===== src/rtl/multi_reel_slot_controller_pkg.sv =====
// Shared slot-machine definitions: symbol codes, controller states and the
// full-match payout multiplier table (also used by the display decoder).
package slot_pkg;

  localparam int unsigned SYM_SEVEN  = 0;
  localparam int unsigned SYM_CHERRY = 1;
  localparam int unsigned SYM_BAR    = 2;
  localparam int unsigned SYM_QUEST  = 3;

  typedef enum logic [1:0] {
    ST_IDLE = 2'd0,
    ST_SPIN = 2'd1,
    ST_EVAL = 2'd2,
    ST_WIN  = 2'd3
  } state_t;

  function automatic logic [4:0] mult(input int unsigned sym);
    case (sym)
      SYM_SEVEN:  mult = 5'd20;
      SYM_CHERRY: mult = 5'd5;
      SYM_BAR:    mult = 5'd2;
      default:    mult = 5'd1;
    endcase
  endfunction

endpackage


===== src/rtl/multi_reel_slot_controller_reel.sv =====
// One reel: cycles through symbols on each animation tick until its stop
// point, where it snaps to the pre-drawn target and holds until the next game.
module slot_reel #(
  parameter int unsigned SYM_W       = 3,
  parameter int unsigned NUM_SYMBOLS = 4
) (
  input  logic             clk,
  input  logic             rst,
  input  logic             start,
  input  logic             advance,
  input  logic             stop,
  input  logic [SYM_W-1:0] target,
  output logic [SYM_W-1:0] sym
);

  logic stopped;

  always_ff @(posedge clk or posedge rst) begin
    if (rst) begin
      sym     <= '0;
      stopped <= 1'b0;
    end else if (start) begin
      stopped <= 1'b0;
    end else if (!stopped) begin
      if (stop) begin
        sym     <= target;
        stopped <= 1'b1;
      end else if (advance) begin
        sym <= (sym == SYM_W'(NUM_SYMBOLS - 1)) ? '0 : sym + 1'b1;
      end
    end
  end

endmodule


===== src/rtl/multi_reel_slot_controller.sv =====
// N-reel slot-machine game controller: wallet, bet, reel animation/stop
// scheduling, graded payout and LED chase/flash.
module multi_reel_slot_controller
  import slot_pkg::*;
#(
  parameter int unsigned NUM_REELS     = 3,
  parameter int unsigned SYM_W         = 3,
  parameter int unsigned NUM_SYMBOLS   = 4,
  parameter int unsigned BET_W         = 3,
  parameter int unsigned CREDIT_W      = 12,
  parameter int unsigned CREDIT_MAX    = 999,
  parameter int unsigned START_CREDITS = 100,
  parameter int unsigned LED_W         = 10,
  parameter int unsigned ANIM_DIV      = 5_000_000,
  parameter int unsigned LED_DIV       = 2_500_000,
  parameter int unsigned STOP_FIRST    = 100_000_000,
  parameter int unsigned STOP_STEP     = 50_000_000,
  parameter int unsigned FLASH_DIV     = 12_500_000,
  parameter int unsigned FLASH_TOGGLES = 8
) (
  input  logic                       clk,
  input  logic                       btn_reset,
  input  logic                       btn_spin,
  input  logic                       cheat_mode,
  input  logic [BET_W-1:0]           sw_bet,
  input  logic [NUM_REELS*SYM_W-1:0] random_seed,
  output logic [NUM_REELS*SYM_W-1:0] symbols,
  output logic [LED_W-1:0]           leds,
  output logic [CREDIT_W-1:0]        credits,
  output logic [BET_W:0]             current_bet,
  output logic [CREDIT_W-1:0]        last_win,
  output logic                       busy,
  output logic                       no_credit
);

  localparam int unsigned WIN_W     = CREDIT_W + 8;
  localparam int unsigned LAST_STOP = STOP_FIRST + (NUM_REELS - 1) * STOP_STEP;
  localparam logic [WIN_W-1:0] CREDIT_ONES = WIN_W'({CREDIT_W{1'b1}});

  state_t                state;
  logic                  spin_q;
  logic                  spin_edge;
  logic                  can_play;
  logic [BET_W:0]        bet_q;
  logic [SYM_W-1:0]      seed_mod [NUM_REELS];
  logic [SYM_W-1:0]      tgt_next [NUM_REELS];
  logic [SYM_W-1:0]      tgt      [NUM_REELS];
  logic [31:0]           spin_timer, timer_next;
  logic [31:0]           anim_cnt, led_cnt, flash_cnt;
  logic [7:0]            toggle_cnt;
  logic                  anim_tick, led_tick, flash_tick;
  logic                  full_match, part_match;
  logic [WIN_W-1:0]      win_calc, win_q, pay_sum;
  logic [CREDIT_W-1:0]   payout;

  assign current_bet = {1'b0, sw_bet} + (BET_W+1)'(1);
  assign spin_edge   = btn_spin & ~spin_q;
  assign can_play    = credits >= CREDIT_W'(current_bet);
  assign busy        = (state != ST_IDLE);
  assign timer_next  = spin_timer + 32'd1;
  assign anim_tick   = (anim_cnt == 32'(ANIM_DIV - 1));
  assign led_tick    = (led_cnt == 32'(LED_DIV - 1));
  assign flash_tick  = (flash_cnt == 32'(FLASH_DIV - 1));

  // Reel stops are keyed on the next timer value so the last reel freezes on
  // the same edge that enters EVAL, giving the exact edge-to-IDLE game length.
  for (genvar i = 0; i < int'(NUM_REELS); i++) begin : g_reel
    assign seed_mod[i] = SYM_W'(32'(random_seed[i*SYM_W +: SYM_W]) % NUM_SYMBOLS);
    assign tgt_next[i] = cheat_mode ? seed_mod[0] : seed_mod[i];

    slot_reel #(
      .SYM_W       (SYM_W),
      .NUM_SYMBOLS (NUM_SYMBOLS)
    ) u_reel (
      .clk     (clk),
      .rst     (btn_reset),
      .start   (state == ST_IDLE && spin_edge && can_play),
      .advance (state == ST_SPIN && anim_tick),
      .stop    (state == ST_SPIN && timer_next == 32'(STOP_FIRST + i * STOP_STEP)),
      .target  (tgt[i]),
      .sym     (symbols[i*SYM_W +: SYM_W])
    );
  end

  always_comb begin
    full_match = 1'b1;
    part_match = (NUM_REELS >= 3);
    for (int unsigned i = 1; i < NUM_REELS; i++) begin
      if (tgt[i] != tgt[0]) full_match = 1'b0;
    end
    for (int unsigned i = 1; i < NUM_REELS - 1; i++) begin
      if (tgt[i] != tgt[0]) part_match = 1'b0;
    end
    if (full_match)
      win_calc = WIN_W'(bet_q) * WIN_W'(mult(32'(tgt[0])));
    else if (part_match)
      win_calc = WIN_W'(bet_q);
    else
      win_calc = '0;
  end

  assign pay_sum = WIN_W'(credits) + win_q;
  assign payout  = (pay_sum > WIN_W'(CREDIT_MAX)) ? CREDIT_W'(CREDIT_MAX) : pay_sum[CREDIT_W-1:0];

  always_ff @(posedge clk or posedge btn_reset) begin
    if (btn_reset) begin
      state      <= ST_IDLE;
      spin_q     <= 1'b0;
      bet_q      <= '0;
      for (int unsigned i = 0; i < NUM_REELS; i++) tgt[i] <= '0;
      spin_timer <= '0;
      anim_cnt   <= '0;
      led_cnt    <= '0;
      flash_cnt  <= '0;
      toggle_cnt <= '0;
      leds       <= '0;
      credits    <= CREDIT_W'(START_CREDITS);
      last_win   <= '0;
      win_q      <= '0;
      no_credit  <= 1'b0;
    end else begin
      spin_q    <= btn_spin;
      no_credit <= 1'b0;
      case (state)
        ST_IDLE: begin
          leds <= '0;
          if (spin_edge) begin
            if (can_play) begin
              bet_q      <= current_bet;
              credits    <= credits - CREDIT_W'(current_bet);
              for (int unsigned i = 0; i < NUM_REELS; i++) tgt[i] <= tgt_next[i];
              spin_timer <= '0;
              anim_cnt   <= '0;
              led_cnt    <= '0;
              leds       <= {1'b1, {(LED_W-1){1'b0}}};
              state      <= ST_SPIN;
            end else begin
              no_credit <= 1'b1;
            end
          end
        end
        ST_SPIN: begin
          spin_timer <= timer_next;
          anim_cnt   <= anim_tick ? '0 : anim_cnt + 32'd1;
          led_cnt    <= led_tick ? '0 : led_cnt + 32'd1;
          if (led_tick) leds <= {leds[0], leds[LED_W-1:1]};
          if (timer_next == 32'(LAST_STOP)) state <= ST_EVAL;
        end
        ST_EVAL: begin
          win_q      <= win_calc;
          last_win   <= (win_calc > CREDIT_ONES) ? '1 : win_calc[CREDIT_W-1:0];
          flash_cnt  <= '0;
          toggle_cnt <= '0;
          if (win_calc != '0) begin
            leds  <= '1;
            state <= ST_WIN;
          end else begin
            leds  <= '0;
            state <= ST_IDLE;
          end
        end
        ST_WIN: begin
          if (flash_tick) begin
            flash_cnt  <= '0;
            leds       <= ~leds;
            toggle_cnt <= toggle_cnt + 8'd1;
            if (toggle_cnt == 8'(FLASH_TOGGLES - 1)) begin
              credits <= payout;
              leds    <= '0;
              state   <= ST_IDLE;
            end
          end else begin
            flash_cnt <= flash_cnt + 32'd1;
          end
        end
        default: state <= ST_IDLE;
      endcase
    end
  end

endmodule

===== config.mk =====
export PLATFORM = sky130hd
export DESIGN_NAME = multi_reel_slot_controller
export DESIGN_NICKNAME = d
export VERILOG_FILES = /design/src/rtl/multi_reel_slot_controller_pkg.sv /design/src/rtl/multi_reel_slot_controller_reel.sv /design/src/rtl/multi_reel_slot_controller.sv
export SDC_FILE = /design/constraint.sdc
export NUM_CORES = 1
export LEC_CHECK = 0
export CAP_MARGIN = 20
export CORE_ASPECT_RATIO = 0.9
export CORE_UTILIZATION = 59
export CTS_CLUSTER_DIAMETER = 80
export CTS_CLUSTER_SIZE = 25
export DETAILED_ROUTE_END_ITERATION = 10
export PLACE_DENSITY = 0.77
export SLEW_MARGIN = 5
export SYNTH_ARGS = -nofsm -noshare
export SYNTH_HDL_FRONTEND = slang
export SYNTH_SLANG_ARGS = --single-unit

===== constraint.sdc =====
create_clock -name clk -period 9.2 [get_ports clk]
set_clock_uncertainty 0.05 [all_clocks]
set_input_delay 1.84 -clock clk [delete_from_list [all_inputs] [get_ports clk]]
set_output_delay 1.84 -clock clk [all_outputs]
set_load 0.005 [all_outputs]

==> Word level (Yosys, flattened, before mapping) <==
Index checks and enable logic that the tools add are counted.
{ "word_totals": {"reg_bits": 218, "input_bits": 16, "elab_cells": 153} }
{ "classes": {"add_sub_neg": 11, "multipliers": 1, "order_cmp": 3, "eq_ne": 23, "muxes": 61, "bitwise_logic": 7, "n_reduce_logical": 25} }
{ "op_table": {"columns": ["op", "n"], "rows": [
  ["case mux 32 bit (2 select lines)", 4],
  ["2-to-1 mux 32 bit", 5],
  ["adder 32 x 1 -> 32 bit (second input constant)", 4],
  ["2-to-1 mux 12 bit", 6],
  ["equality test 32 x 28 -> 1 bit (second input constant)", 2],
  ["2-to-1 mux 10 bit", 6],
  ["case mux 10 bit (4 select lines)", 1],
  ["equality test 32 x 22 -> 1 bit (second input constant)", 1],
  ["equality test 32 x 23 -> 1 bit (second input constant)", 1],
  ["equality test 32 x 24 -> 1 bit (second input constant)", 1],
  ["equality test 32 x 27 -> 1 bit (second input constant)", 1],
  ["2-to-1 mux 3 bit", 9],
  ["case mux 12 bit (2 select lines)", 1],
  ["adder 12 x 20 -> 20 bit", 1],
  ["> comparator 20 x 10 -> 1 bit (second input constant)", 1],
  ["> comparator 20 x 12 -> 1 bit (second input constant)", 1],
  ["nonzero test 20 bit", 1],
  ["2-to-1 mux 2 bit", 8],
  ["case mux 8 bit (2 select lines)", 1],
  ["case mux 5 bit (3 select lines)", 1],
  ["AND reduction 3 bit", 5],
  ["2-to-1 mux 1 bit", 14],
  ["nonzero test 2 bit", 7],
  ["greater-or-equal comparator 12 x 4 -> 1 bit", 1],
  ["25 further kinds", 48]
]} }

==> Logic depth before layout (Yosys ltp) <==
Gate-level depths: netlist (run 1).
{ "logic_depth": {"ltp_word": 9, "ltp_mapped": 17} }

==> Hierarchy <==
A second synthesis (run 1) with hierarchy kept.
{ "unflattened": {"cells_unflattened": 1407, "hier_area_um2": 12129.1} }
{ "by_module_without_submodules": {"columns": ["module", "instances", "cells_each", "area_per_inst_um2", "seq_area_each_um2"], "rows": [
  ["multi_reel_slot_controller", 1, 1335, 11472.3, 4533.1],
  ["slot_reel", 3, 24, 219.0, 100.1]
]} }

==> Worst setup path after synthesis (run 1) <==
OpenSTA, ideal clock, no wires.
{ "synth_timing": {"kind": "input port to flip-flop", "start": "in sw_bet[0]", "end": "reg anim_cnt[14]", "setup_time_ns": 0.072, "arrival_ns": 5.136, "path_slack_ns": 3.942, "path_stages": 12, "cell_sequence": "ha_1 > inv_1 > fa_1 > a21o_1 > a2111oi_0 > a21boi_0 > nand2b_1 > nand2_1 > clkbuf_1 > a21oi_1 > clkbuf_1 > nor2_1"} }
{ "synth_via": {"elab_chain_cells": 4} }
{ "synth_lines": {"columns": ["element", "line", "source"], "rows": [
  ["start: declaration", "multi_reel_slot_controller.sv:25", "input logic [BET_W-1:0] sw_bet,"],
  ["adder 3 x 1 -> 4 bit", "multi_reel_slot_controller.sv:56", "assign current_bet = {1'b0, sw_bet} + (BET_W+1)'(1);"],
  ["greater-or-equal comparator 12 x 4 -> 1 bit", "multi_reel_slot_controller.sv:58", "assign can_play = credits >= CREDIT_W'(current_bet);"],
  ["!= test 2 bit (no source line)", null, null],
  ["AND reduction 3 bit (no source line)", null, null],
  ["end signal: assignment", "multi_reel_slot_controller.sv:144", "anim_cnt <= anim_tick ? '0 : anim_cnt + 32'd1;"],
  ["end: declaration", "multi_reel_slot_controller.sv:49", "logic [31:0] anim_cnt, led_cnt, flash_cnt;"]
]} }
Every way passes these cells.
A chain may end at the register's enable or synchronous reset.

==> Worst setup path in the final report (run 1) <==
{ "layout_timing": {"start": "in sw_bet[0]", "end": "out current_bet[2]"} }
{ "layout_via": {"elab_chain_cells": 1} }
{ "layout_lines": {"columns": ["element", "line", "source"], "rows": [
  ["adder 3 x 1 -> 4 bit", "multi_reel_slot_controller.sv:56", null],
  ["end: declaration", "multi_reel_slot_controller.sv:30", "output logic [BET_W:0] current_bet,"]
]} }
Every way passes these cells.

==> results of run 1 <==
==> worst max-delay path, cell delays in order <==
cell and delay, ns:
clkdlybuf4s50_1 0.47, ha_1 0.23, xnor2_1 0.25, inv_1 0.07, clkdlybuf4s50_1 0.45
==> worst max-delay path by stage <==
stage | start | to | slack (ns)
finish | sw_bet[0] | current_bet[2] | 3.99
global route | sw_bet[0] | anim_cnt[24] | 3.77
CTS | sw_bet[0] | current_bet[2] | 3.95
detailed placement | sw_bet[0] | anim_cnt[7] | 3.61
global placement | sw_bet[0] | anim_cnt[7] | 3.65
floorplan | btn_reset | anim_cnt[0] | 2.06
==> metal layers <==
metal	part of all wire, %	vias to the layer above	track usage, %
met5	0	-	0
met3	5.1	37	4.55
met1	48	5305	40.9
met4	1.2	0	6.65
li1	-	5335	-
met2	46	318	44.2
==> final cells by class <==
cell class              count  share of cell area [%]
multi-input cells        1146                    50.9
flip-flops and latches    193                    35.8
repair buffers             72                    5.06
clock buffers              19                    3.21
well taps                 255                    2.37
clock inverters            13                    1.31
inverters                  45                    1.31
==> power breakdown <==
| part | switching [mW] | total [mW] | leakage (nW) | internal [mW] |
|---|---|---|---|---|
| clock | 0.353 | 0.788 | 0.296 | 0.435 |
| combinational | 0.0246 | 0.0360 | 2.87 | 0.0114 |
| sequential | 0.0000717 | 0.848 | 2.50 | 0.848 |
==> cells in the final DEF, fill, tap and decap left out, types with 17 or more instances in the layout <==
master,n
dfrtp_1,190
nor3_1,34
o211ai_1,20
nor4_1,20
xnor2_1,28
a21oi_1,60
o31ai_1,27
inv_1,43
and2_1,33
nor2_1,119
ha_1,37
clkdlybuf4s50_1,58
nand2_1,193
and3_1,29
o21ai_0,162
a31oi_1,22
nand3_1,73
clkbuf_16,17
nand4_1,36
a22o_1,25
xor2_1,28
a21o_1,20
==> metrics by stage <==
stage                     instances  cell area, µm²  hold slack, ns  setup slack [ns]
after floorplan                1457           12200           0.395              2.06
after global placement         1710           12900           0.412              3.65
final                          1743           13500           0.438              3.99
after global routing           1743           13500           0.480              3.77
after detailed placement       1710           12900           0.429              3.61
after CTS                      1742           13500           0.438              3.95
==> cells by family after synthesis <==
| group | Yosys count | share of synthesized area, % |
|---|---|---|
| DFF | 193 | 39.8 |
| buffers and inverters | 118 | 3.78 |
| and+or+nand+nor | 633 | 26.2 |
| xor gates and xnor gates | 56 | 4.04 |
| other | 1 | 0.0309 |
| muxes | 13 | 1.11 |
| adders and majority gates | 42 | 4.64 |
| AOI/OAI and AO/OA | 399 | 20.4 |
==> flip-flops by register name, indices dropped and copies added, names as in the netlist, 2 cells and up <==
register and flops:
anim_cnt 32, flash_cnt 32, led_cnt 32, spin_timer 32, credits 12, leds 10, g_reel.u_reel.sym 9, win_q 9
toggle_cnt 8, tgt 6, bet_q 4, g_reel.u_reel.stopped 3, state 2
==> flow_metrics.py, run 1 <==
metrics = {
    "outcome": {
        "status": "finished clean",
    },
    "critical_path": {
        "worstPathArrival_ns": 3.32,
        "crit_type": "input port to output port",
        "r2r-start": "tgt[7]",
        "worst_setup_path_start_kind": "input port",
        "rr_worst_depth": 16,
        "r2r_setup_slack_ns": 4.85,
        "critPathMaxFanout": 4,
        "cp.required_ns": 7.31,
        "worstSetupEndpointType": "output port",
        "timing.rr.end": "leds[2]",
    },
    "synthesis": {
        "async_flop_share_pct": 100,
        "ys_ff_latch": 193,
        "synth_largest_area_cell": "dfrtp_1",
        "syn-mean-instance-area_um2": 8.35,
        "synth_edf_count": 0,
        "synthFlopType": "dfrtp_1",
        "ys_warn_count": 0,
        "synthCells": 1455,
        "ys_top_cells_by_area": "dfrtp_1, o21ai_0, nand2_1",
        "ys_seq_area_share_pct": 39.8,
        "ys_top_cells_by_count": "nand2_1, dfrtp_1, o21ai_0",
        "synth.most_common_cell": "nand2_1",
        "syn_area_mm2": 0.0121,
        "netlist-cell-type-count": 68,
        "synth_top_area_share_pct": 39.2,
    },
    "layout": {
        "multi_input_area_mm2": 0.00687,
        "syn2layout_area_growth_pct": 11.1,
        "num_antenna_cells": 0,
        "sequential_cell_area_mm2": 0.00483,
        "drive_above_1_share_pct": 4.37,
        "final_nets": 1533,
        "fill_cells": 1650,
        "final_util_pct": 67.3,
    },
    "sta": {
        "tns_ns": 0,
        "timing.final.crit_period_ns": 5.21,
        "report.final.slew_viol_count": 0,
        "period_share_pct": 56.6,
        "setup_viol": 0,
        "rsz0062_at_grt": "no",
        "hold_viol_final": 0,
        "slew_headroom_pct": 32.4,
        "worst_pin_slew_ns": 1.01,
        "fmax_mhz": 192,
    },
    "job": {
        "cap_violations": 0,
    },
    "worst_hold_path": {
        "holdPathEnd": "flash_cnt[31]",
        "whs_path_depth": 1,
        "hold_class": "flop to flop",
        "min_from": "flash_cnt[31]",
    },
    "detailed_routing": {
        "wire_per_inst_um": 16.6,
        "drt_iter0_markers": 796,
        "drt_pass1_iterations": 7,
        "viasPerCell": 6.31,
        "via_count": 11000,
        "wl_um": 28900,
        "drtAntennaViolNets": 0,
        "drcViolationCount": 0,
    },
    "power": {
        "total_power_mw": 1.67,
        "p_leak_nw": 5.67,
        "powerDensity_mw_per_mm2": 124,
        "vdd_drop_max_mv": 0.102,
    },
    "global_routing": {
        "antenna_found_initial": 0,
        "overflow": 0,
        "grt_pass1_vias": 10100,
        "grt_max_degree": 119,
        "grt_pass1_wl_um": 49300,
        "grt_usage_pct": 28.1,
    },
    "floorplanning": {
        "rows": 49,
        "fp.dieArea_mm2": 0.0212,
        "pin_count": 65,
        "die_h_um": 138,
        "core_mm2": 0.0200,
        "die_w_um": 153,
        "initial_core_util_pct": 60.6,
    },
    "placed_design": {
        "place_hpwl_um": 19500,
        "io_buffers": 58,
        "finalWeightedCongestion": 0.874,
    },
    "clocking": {
        "cts_max_path_buffers": 2,
        "cts_hold_buf": 0,
        "cts_root_buf": "clkbuf_16",
        "cts_resized": 0,
        "clk_latency_ns": 0.44,
        "postCtsSetupRepairBufs": 0,
        "cts_inserted_buffers": 17,
        "clk_pin_slew_ns": 0.08,
        "clock_sinks": 193,
        "htreeDepth": 4,
        "cts_tree": "yes",
    },
}
Note: power is estimated with default switching activity, not from simulation.
==> run 2: changes to the inputs <==
Settings changed: CORE_UTILIZATION 59 to 55, PLACE_DENSITY 0.77 to 0.75.
Clock period 9.2 ns to 4.3 ns, I/O delays scaled along.
==> flow_metrics.py, run 2 (same netlist as run 1, synthesis figures left out) <==
metrics = {
    "global_routing": {
        "grt_pass1_vias": 10200,
        "grt_usage_pct": 27.0,
        "grt_max_degree": 80,
        "antenna_found_initial": 0,
        "overflow": 0,
        "grt_pass1_wl_um": 49200,
    },
    "power": {
        "internal_power_mw": 2.63,
        "combPwrFrac_pct": 2.4,
        "vdd_drop_max_mv": 0.246,
        "switching_share_pct": 23.3,
        "power_switching_uw": 799,
        "p_leak_nw": 5.72,
        "powerDensity_mw_per_mm2": 251,
        "seqPwrFrac_pct": 52.9,
        "total_power_mw": 3.43,
        "p_clk_share_pct": 44.6,
    },
    "layout": {
        "layout_commonest_cell": "nand2_1",
        "syn2layout_area_growth_pct": 12.3,
        "sequential_cell_area_mm2": 0.00483,
        "final_area_mm2": 0.0136,
        "drive_above_1_share_pct": 5.59,
        "fill_cells": 1823,
        "layout_common_cells": "nand2_1, dfrtp_1, o21ai_0",
        "num_antenna_cells": 0,
        "final_nets": 1548,
        "multi_input_area_mm2": 0.00688,
    },
    "critical_path": {
        "worstPathArrival_ns": 4.31,
        "worst_setup_path_start_kind": "flop",
        "critPathMaxFanout": 12,
        "worstSetupEndpointType": "flop",
        "cp.required_ns": 4.57,
        "crit_type": "flop to flop",
    },
    "clocking": {
        "htreeDepth": 4,
        "cts_tree": "yes",
        "cts_hold_buf": 0,
        "cts_root_buf": "clkbuf_16",
        "clk_pin_slew_ns": 0.08,
        "clk_latency_ns": 0.44,
        "cts_inserted_buffers": 17,
        "clock_sinks": 193,
        "cts_max_path_buffers": 2,
    },
    "floorplanning": {
        "core_mm2": 0.0216,
        "rows": 51,
        "die_h_um": 143,
        "initial_core_util_pct": 56.1,
        "die_w_um": 159,
        "pin_count": 65,
        "fp.dieArea_mm2": 0.0227,
    },
    "detailed_routing": {
        "drt_pass1_iterations": 6,
        "drcViolationCount": 0,
        "dr.max_layer_used": "met4",
        "drt_iter0_markers": 931,
        "wl_met2_um": 13700,
        "via_count": 11000,
        "drtAntennaViolNets": 0,
        "wire_per_inst_um": 16.4,
        "wl_um": 29400,
        "met3_length_um": 1340,
        "viasPerCell": 6.12,
        "m1WireLength_um": 14000,
    },
    "sta": {
        "tns_ns": 0,
        "report.final.slew_viol_count": 0,
        "hold_viol_final": 0,
        "timing.final.crit_period_ns": 4.04,
        "worst_pin_slew_ns": 1.00,
        "setup_viol": 0,
        "slew_headroom_pct": 33.1,
        "period_share_pct": 94.0,
        "finalWorstSetupSlack_ns": 0.257,
        "fmax_mhz": 247,
    },
    "worst_hold_path": {
        "hold_class": "flop to flop",
    },
    "outcome": {
        "status": "finished clean",
    },
    "placed_design": {
        "dpl-instance-area_mm2": 0.0131,
        "finalWeightedCongestion": 0.891,
        "place_hpwl_um": 20500,
        "io_buffers": 58,
        "post-place-ws_ns": 0.0198,
    },
    "job": {
        "cap_violations": 0,
    },
}
[run 2: cell types whose count changed in the layout (fill, tap and decap cells not counted), moves of 2 or more]
cell | previous run | this run
buf_12 | 0 | 3
clkbuf_8 | 0 | 2
clkinv_4 | 1 | 3
inv_6 | 5 | 2
buf_4 | 13 | 26
clkinvlp_4 | 1 | 5
bufinv_16 | 3 | 0
[run 2: timing repair]
action / 4_1_cts / 5_1_grt
endpoints found under the setup margin: 0 / 12
resized for setup: 0 / 4
setup buffers: 0 / 0
[run 2: worst paths after layout]
path                            cells past startpoint           from  slack [ns]       endpoint
min in group asynchronous                           2      btn_reset        0.74    led_cnt[16]
worst max-delay path                               16         tgt[7]        0.26        leds[0]
worst max register to register                     16         tgt[7]        0.26        leds[0]
worst min register to register                      1  flash_cnt[31]        0.43  flash_cnt[31]
worst min-delay path                                1  flash_cnt[31]        0.43  flash_cnt[31]
max in group asynchronous                           3      btn_reset        2.68     credits[2]
[run 2: critical path: stages, from the launching register on]
cell,delay [ns]
dfrtp_2,0.44
nor2b_2,0.23
nand2_1,0.10
fa_1,0.50
inv_1,0.05
ha_1,0.29
inv_1,0.06
fa_1,0.47
nor2b_1,0.13
o21ai_0,0.10
a21boi_1,0.24
o21ai_0,0.14
a211o_1,0.31
a221oi_1,0.26
buf_4,0.25
o211ai_1,0.11
a22o_1,0.21
[run 2: metrics by stage]
stage / hold slack [ns] / utilization [%] / std cells
3_3_place_gp: 0.413 / 60.4 / 1762
2_1_floorplan: 0.395 / - / 1457
4_1_cts: 0.429 / 63.0 / 1794
3_5_place_dp: 0.417 / 60.4 / 1762
5_1_grt: 0.449 / 63.1 / 1794
6_report: 0.429 / 63.1 / 1794
[run 2: power by group through the flow]
stage	Combinational [mW]	Clock [mW]	Sequential [mW]
floorplan	0.0482	0	1.85
global placement	0.0851	0	1.85
detailed placement	0.0868	0	1.85
CTS	0.0872	1.55	1.81
global route	0.0957	1.63	1.81
finish	0.0833	1.53	1.81
[run 2: area by class of cell]
class / instances / area share, %
clock buffer: 20 / 3.35
clock inverter: 12 / 0.743
inverter: 45 / 1.27
multi-input combinational: 1146 / 50.4
sequential: 193 / 35.4
tap: 291 / 2.67
timing repair buffer: 87 / 6.13
[run 2: routing by layer]
metal	vias up	global-route usage (%)
met2	283	42.8
met1	5300	38.3
li1	5360	-
met5	-	0
met3	39	5.13
met4	0	5.82
